[src/rtl/binary_merger_stream.sv]
// Two-way streaming merger for sorted sparse-fiber coordinate streams.
// Each input is buffered in a small FIFO; a merge FSM picks the smaller
// head (optionally summing equal coordinates) and loads a registered
// output stage, so instances can be chained into a merge tree.
module binary_merger_stream #(
  parameter int MERGER_COORD_BITS = 32,
  parameter int VALUE_BITS        = 32,
  parameter int FIFO_DEPTH        = 4,
  parameter int COMBINE_EQUAL     = 1
) (
  input  logic                           clock,
  input  logic                           reset,
  input  logic [1:0]                     in_valid,
  output logic [1:0]                     in_ready,
  input  logic [2*MERGER_COORD_BITS-1:0] in_coord,
  input  logic [2*VALUE_BITS-1:0]        in_value,
  input  logic [1:0]                     in_last,
  output logic                           out_valid,
  input  logic                           out_ready,
  output logic [MERGER_COORD_BITS-1:0]   out_coord,
  output logic [VALUE_BITS-1:0]          out_value,
  output logic                           out_last
);

  localparam int CB = MERGER_COORD_BITS;
  localparam int VB = VALUE_BITS;
  localparam int AW = $clog2(FIFO_DEPTH);
  localparam int EW = CB + VB + 1;

  typedef enum logic [1:0] {
    ST_MERGE  = 2'd0,
    ST_DRAIN0 = 2'd1,
    ST_DRAIN1 = 2'd2
  } state_t;

  // FIFO status and head views (input i in slice i)
  logic [1:0]      w_empty;
  logic [1:0]      w_full;
  logic [1:0]      w_pop;
  logic [2*CB-1:0] w_head_coord;
  logic [2*VB-1:0] w_head_value;
  logic [1:0]      w_head_last;

  // Merge decision
  state_t          r_state;
  state_t          w_next_state;
  logic            w_can_load;
  logic            w_do_load;
  logic [CB-1:0]   w_sel_coord;
  logic [VB-1:0]   w_sel_value;
  logic            w_sel_last;
  logic [CB-1:0]   w_c0;
  logic [CB-1:0]   w_c1;
  logic [VB-1:0]   w_v0;
  logic [VB-1:0]   w_v1;
  logic            w_l0;
  logic            w_l1;
  logic [VB-1:0]   w_sum;

  // Output stage
  logic            r_out_valid;
  logic [CB-1:0]   r_out_coord;
  logic [VB-1:0]   r_out_value;
  logic            r_out_last;

  for (genvar g = 0; g < 2; g++) begin : g_fifo
    logic [EW-1:0] r_mem [FIFO_DEPTH];
    logic [AW:0]   r_wr_ptr;
    logic [AW:0]   r_rd_ptr;
    logic [EW-1:0] w_head;
    logic          w_push;

    // Pointers carry one extra wrap bit so full and empty are distinguishable.
    assign w_empty[g] = (r_wr_ptr == r_rd_ptr);
    assign w_full[g]  = (r_wr_ptr[AW] != r_rd_ptr[AW]) &&
                        (r_wr_ptr[AW-1:0] == r_rd_ptr[AW-1:0]);
    // ready depends only on the stored fill level, never on a same-cycle pop
    assign w_push     = in_valid[g] & ~w_full[g];
    assign w_head     = r_mem[r_rd_ptr[AW-1:0]];

    assign w_head_coord[g*CB +: CB] = w_head[CB-1:0];
    assign w_head_value[g*VB +: VB] = w_head[CB +: VB];
    assign w_head_last[g]           = w_head[EW-1];

    // Advance write/read pointers on push and pop; reset discards contents.
    always_ff @(posedge clock or posedge reset) begin
      if (reset) begin
        r_wr_ptr <= {(AW+1){1'b0}};
        r_rd_ptr <= {(AW+1){1'b0}};
      end else begin
        if (w_push) begin
          r_wr_ptr <= r_wr_ptr + {{AW{1'b0}}, 1'b1};
        end
        if (w_pop[g]) begin
          r_rd_ptr <= r_rd_ptr + {{AW{1'b0}}, 1'b1};
        end
      end
    end

    // Entry storage; data needs no reset because the pointers gate visibility.
    always_ff @(posedge clock) begin
      if (w_push) begin
        r_mem[r_wr_ptr[AW-1:0]] <= {in_last[g], in_value[g*VB +: VB], in_coord[g*CB +: CB]};
      end
    end
  end

  assign in_ready = ~w_full;

  assign w_c0  = w_head_coord[CB-1:0];
  assign w_c1  = w_head_coord[2*CB-1:CB];
  assign w_v0  = w_head_value[VB-1:0];
  assign w_v1  = w_head_value[2*VB-1:VB];
  assign w_l0  = w_head_last[0];
  assign w_l1  = w_head_last[1];
  // Carry out of the sum is intentionally dropped (modular add).
  assign w_sum = w_v0 + w_v1;

  // The output register can take a new element when empty or being drained.
  assign w_can_load = ~r_out_valid | out_ready;

  // Merge decision: choose which head(s) to pop, what to emit, and next state.
  always_comb begin
    w_pop        = 2'b00;
    w_do_load    = 1'b0;
    w_sel_coord  = w_c0;
    w_sel_value  = w_v0;
    w_sel_last   = 1'b0;
    w_next_state = r_state;
    case (r_state)
      ST_MERGE: begin
        if (w_can_load && !w_empty[0] && !w_empty[1]) begin
          w_do_load = 1'b1;
          if (w_c0 < w_c1) begin
            w_pop = 2'b01;
            if (w_l0) begin
              w_next_state = ST_DRAIN1;
            end else begin
              w_next_state = ST_MERGE;
            end
          end else if (w_c1 < w_c0) begin
            w_pop       = 2'b10;
            w_sel_coord = w_c1;
            w_sel_value = w_v1;
            if (w_l1) begin
              w_next_state = ST_DRAIN0;
            end else begin
              w_next_state = ST_MERGE;
            end
          end else if (COMBINE_EQUAL != 0) begin
            w_pop       = 2'b11;
            w_sel_value = w_sum;
            if (w_l0 && w_l1) begin
              w_sel_last   = 1'b1;
              w_next_state = ST_MERGE;
            end else if (w_l0) begin
              w_next_state = ST_DRAIN1;
            end else if (w_l1) begin
              w_next_state = ST_DRAIN0;
            end else begin
              w_next_state = ST_MERGE;
            end
          end else begin
            // Equal coordinates without combining: input 0 goes first.
            w_pop = 2'b01;
            if (w_l0) begin
              w_next_state = ST_DRAIN1;
            end else begin
              w_next_state = ST_MERGE;
            end
          end
        end else begin
          w_do_load = 1'b0;
        end
      end
      ST_DRAIN0: begin
        if (w_can_load && !w_empty[0]) begin
          w_do_load   = 1'b1;
          w_pop       = 2'b01;
          w_sel_coord = w_c0;
          w_sel_value = w_v0;
          w_sel_last  = w_l0;
          if (w_l0) begin
            w_next_state = ST_MERGE;
          end else begin
            w_next_state = ST_DRAIN0;
          end
        end else begin
          w_do_load = 1'b0;
        end
      end
      ST_DRAIN1: begin
        if (w_can_load && !w_empty[1]) begin
          w_do_load   = 1'b1;
          w_pop       = 2'b10;
          w_sel_coord = w_c1;
          w_sel_value = w_v1;
          w_sel_last  = w_l1;
          if (w_l1) begin
            w_next_state = ST_MERGE;
          end else begin
            w_next_state = ST_DRAIN1;
          end
        end else begin
          w_do_load = 1'b0;
        end
      end
      default: begin
        w_next_state = ST_MERGE;
      end
    endcase
  end

  // FSM state register.
  always_ff @(posedge clock or posedge reset) begin
    if (reset) begin
      r_state <= ST_MERGE;
    end else begin
      r_state <= w_next_state;
    end
  end

  // Registered output stage: load on a decision, hold while stalled.
  always_ff @(posedge clock or posedge reset) begin
    if (reset) begin
      r_out_valid <= 1'b0;
      r_out_coord <= {CB{1'b0}};
      r_out_value <= {VB{1'b0}};
      r_out_last  <= 1'b0;
    end else if (w_do_load) begin
      r_out_valid <= 1'b1;
      r_out_coord <= w_sel_coord;
      r_out_value <= w_sel_value;
      r_out_last  <= w_sel_last;
    end else if (out_ready) begin
      r_out_valid <= 1'b0;
    end else begin
      r_out_valid <= r_out_valid;
    end
  end

  assign out_valid = r_out_valid;
  assign out_coord = r_out_coord;
  assign out_value = r_out_value;
  assign out_last  = r_out_last;

endmodule
[config.mk]
export PLATFORM = sky130hd
export DESIGN_NAME = binary_merger_stream
export DESIGN_NICKNAME = d
export VERILOG_FILES = /design/src/rtl/binary_merger_stream.sv
export SDC_FILE = /design/constraint.sdc
export NUM_CORES = 1
export LEC_CHECK = 0
export ABC_AREA = 1
export CELL_PAD_IN_SITES_DETAIL_PLACEMENT = 1
export CELL_PAD_IN_SITES_GLOBAL_PLACEMENT = 1
export CORE_UTILIZATION = 50
export CTS_CLUSTER_DIAMETER = 60
export CTS_CLUSTER_SIZE = 30
export DETAILED_ROUTE_END_ITERATION = 6
export PLACE_DENSITY_LB_ADDON = 0.1
export SKIP_LAST_GASP = 1
export SLEW_MARGIN = 20
export SYNTH_ARGS = -nofsm -noshare
export SYNTH_HDL_FRONTEND = slang
export SYNTH_SLANG_ARGS = --single-unit
[constraint.sdc]
create_clock -name clock -period 9.29 [get_ports clock]
set_input_delay 0.929 -clock clock [delete_from_list [all_inputs] [get_ports clock]]
set_output_delay 0.929 -clock clock [all_outputs]
set_load 0.01 [all_outputs]
==> out/metrics.yaml <==
outcome:
  status: "finished clean"
clocking:
  clock-sinks: 600
  clkSlewWorstSetupHoldPaths_ns: 0.09
  ctsHoldBuffers: 0
  max-clock-path-buffers: 3
  cts_tree: "yes"
  root_buffer: "clkbuf_16"
  numCtsBuffers: 44
  postCtsSetupBuffers: 0
  htree_levels: 2
  post_cts_resized: 0
  clk_latency_ns: 0.61
timing:
  skew_ns: 0.0429
  drv_slew: 0
  max_freq_mhz: 157
  finalCriticalPeriod_ns: 6.38
  hold_viol: 0
  tightest_slew_ns: 0.991
  setup_viol_count_final: 0
  setup_tns_ns: 0
  rsz0062_at_grt: "false"
  slew-limit-headroom_pct: 33.8
  period_share_pct: 68.7
synth:
  synth.distinct_cells: 44
  syn-mean-instance-area_um2: 10.3
  ys_ff_latch: 600
  synth_xor_xnor_area_share_pct: 0.879
  ys_async_sr_fraction_pct: 13.3
  synth_mux_area_share_pct: 0
  synth-main-ff-cell: "edfxtp_1"
  synth_fp_nets: 2914
  ys_seq_area_share_pct: 63.2
  synth_top_family_by_area: "simple AND/OR/NAND/NOR gates"
  ys_warn_count: 0
  synth-adder-area-share_pct: 3.35
  synth-simple-area-share_pct: 15.4
  postSynthCellCount: 2705
  synth_compound_area_share_pct: 11.9
  netlist_area_um2: 27900
  synth-edff-count: 520
critical_path:
  timing.critical_path.buf_inv: 3
  worstRegToRegCells: 18
  cp-startpoint: "g_fifo[0].r_rd_ptr[0]"
  arrival_ns: 6.87
  cp-end-kind: "flop"
  critical_path.max_fanout: 65
  crit_family: "buffers and inverters"
  reg2reg_from: "g_fifo[0].r_rd_ptr[0]"
  r2r_setup_slack_ns: 2.91
  startpoint_type: "flop"
  slowest_delay_ns: 0.95
  timing.rr.end: "out_value[29]"
  cp.required_ns: 9.77
  worst_path_most_repeated_cell: "nand2_1"
  crit_slowest_cell: "clkinv_2"
  criticalPathCategory: "reg -> reg"
  cp_cell_sequence: "clkinv_2 > o21ai_0 > o22ai_1 > inv_1 > ha_1 > a21oi_1 > o21a_1 > nand2_1 > a21oi_4 > nand2_4 > nand2_2 > nand2_2 > inv_2 > nand3_1 > nand2_1 > nand2_1 > nand2_1 > nand2_1"
routing:
  wl_per_cell_um: 22.6
  drc: 0
  ant_nets: 0
  first_iter_violations: 1249
  via_count: 20531
  totalWireLength_um: 82000
  dr.pass1.iters: 5
  via_per_inst: 5.67
die:
  die_h_um: 238
  dieArea_um2: 56700
  ioPinCount: 203
  initial_utilization_pct: 50.6
  rows: 86
  core_area_um2: 55100
  die_x_um: 238
place:
  io_buffers: 202
  place_inst: 3542
  place_congestion: 0.899
  dp_hpwl_um: 55200
global_route:
  first_global_vias: 21471
  grt_overflow: 0
  track_usage_pct: 28.9
  antenna_found_initial: 1
  grt_max_degree: 78
  grt_pass1_wl_um: 125000
cells_and_area:
  drive_above_1_share_pct: 5.32
  syn2layout_area_growth_pct: 14.9
  nNetsFinal: 3049
  final_common_cell: "nand2_1"
  fill_cells: 5894
  final_cell_mix: "nand2_1 (740), edfxtp_1 (520), inv_1 (219)"
  final_cell_count_no_fill: 3624
hold_path:
  worstHoldPathCells: 2
  hold_start: "out_value[11]"
  hold_path_end: "out_value[11]"
  min_path_type: "reg -> reg"
job:
  cap_violations: 0
==> per-stage QoR <==
step / setup slack, ns / area (um2) / hold slack, ns / util [%]
floorplan: 4.94 / 27900 / 0.460 / -
global placement: 3.43 / 30500 / 0.466 / 55.4
detailed placement: 3.03 / 30500 / 0.470 / 55.4
CTS: 2.96 / 32100 / 0.486 / 58.2
global route: 2.49 / 32100 / 0.512 / 58.2
finish: 2.91 / 32100 / 0.480 / 58.2
==> routing by layer <==
| metal | up-vias | wire [um] | GRT usage, % | share of wire [%] |
|---|---|---|---|---|
| met1 | 10302 | 32300 | 34.1 | 39 |
| met4 | 0 | 2990 | 11.3 | 3.6 |
| met3 | 121 | 2810 | 2.73 | 3.4 |
| met2 | 447 | 43900 | 54.1 | 54 |
| met5 | - | 0 | 0 | 0 |
| li1 | 9661 | - | - | - |
==> sequential cells by signal, summed over array words and instances (netlist names) <==
name	flops
g_fifo.r_mem	520
out_coord	32
out_value	32
g_fifo.r_rd_ptr	6
g_fifo.r_wr_ptr	6
r_state	2
out_last	1
out_valid	1
==> worst max-delay path by stage <==
stage,to,slack [ns],cells after the start
global placement,g_fifo[1].r_rd_ptr[0],3.43,18
detailed placement,out_value[29],3.03,18
floorplan,g_fifo[0].r_mem[3][0],4.94,2
global route,out_value[24],2.49,19
CTS,out_value[29],2.96,18
finish,out_value[29],2.91,18
==> worst min-delay path, stage by stage (launching register included) <==
cell and delay (ns):
dfrtp_1 0.34, nand2_1 0.05, nand2_1 0.05
==> final cells by class <==
type	count	area, um2	share of cell area (%)
inverter	231	875	2.73
clock buffer	50	1130	3.54
tap	748	936	2.92
clock inverter	31	412	1.28
multi-input combinational	1738	8870	27.7
timing repair buffer	225	2190	6.85
sequential	600	17600	55.0
antenna	1	2.50	0.00781
==> synth_stat cells, types with 3 or more instances <==
| cell | instances | share of area (%) |
|---|---|---|
| edfxtp_1 | 520 | 56 |
| buf_4 | 5 | 0.13 |
| buf_6 | 3 | 0.12 |
| nand2_2 | 5 | 0.11 |
| o21ai_0 | 151 | 2.7 |
| nor2_1 | 210 | 2.8 |
| xnor2_1 | 14 | 0.44 |
| o211ai_1 | 25 | 0.67 |
| buf_2 | 38 | 0.68 |
| nand4_1 | 8 | 0.18 |
| dfrtp_1 | 80 | 7.2 |
| o22ai_1 | 66 | 1.5 |
| a32oi_1 | 62 | 1.9 |
| clkbuf_1 | 78 | 1.0 |
| inv_2 | 6 | 0.081 |
| or2_0 | 5 | 0.11 |
| or2_2 | 18 | 0.40 |
| buf_1 | 12 | 0.16 |
| nand3b_1 | 8 | 0.22 |
| a21oi_1 | 190 | 3.4 |
| inv_1 | 223 | 3.0 |
| ha_1 | 73 | 3.3 |
| nand3_1 | 72 | 1.3 |
| o21bai_1 | 6 | 0.16 |
| xor2_1 | 14 | 0.44 |
| nand2_1 | 740 | 10 |
| nor3_1 | 6 | 0.11 |
| o21ai_1 | 16 | 0.29 |
| a221oi_1 | 32 | 1.0 |
==> cells by family (layout without fill, tap and decap cells) <==
kind of cell,count (synthesis),after routing
adders and majority gates,74,74
other,0,1
DFF,600,600
AOI/OAI and AO/OA,556,556
and+or+nand+nor,1080,1080
xor gates and xnor gates,28,28
buffers and inverters,367,537
Power is left out: the tool's default activity adds up to more than one toggle a clock period on the data nets, which glitch-free logic cannot reach.
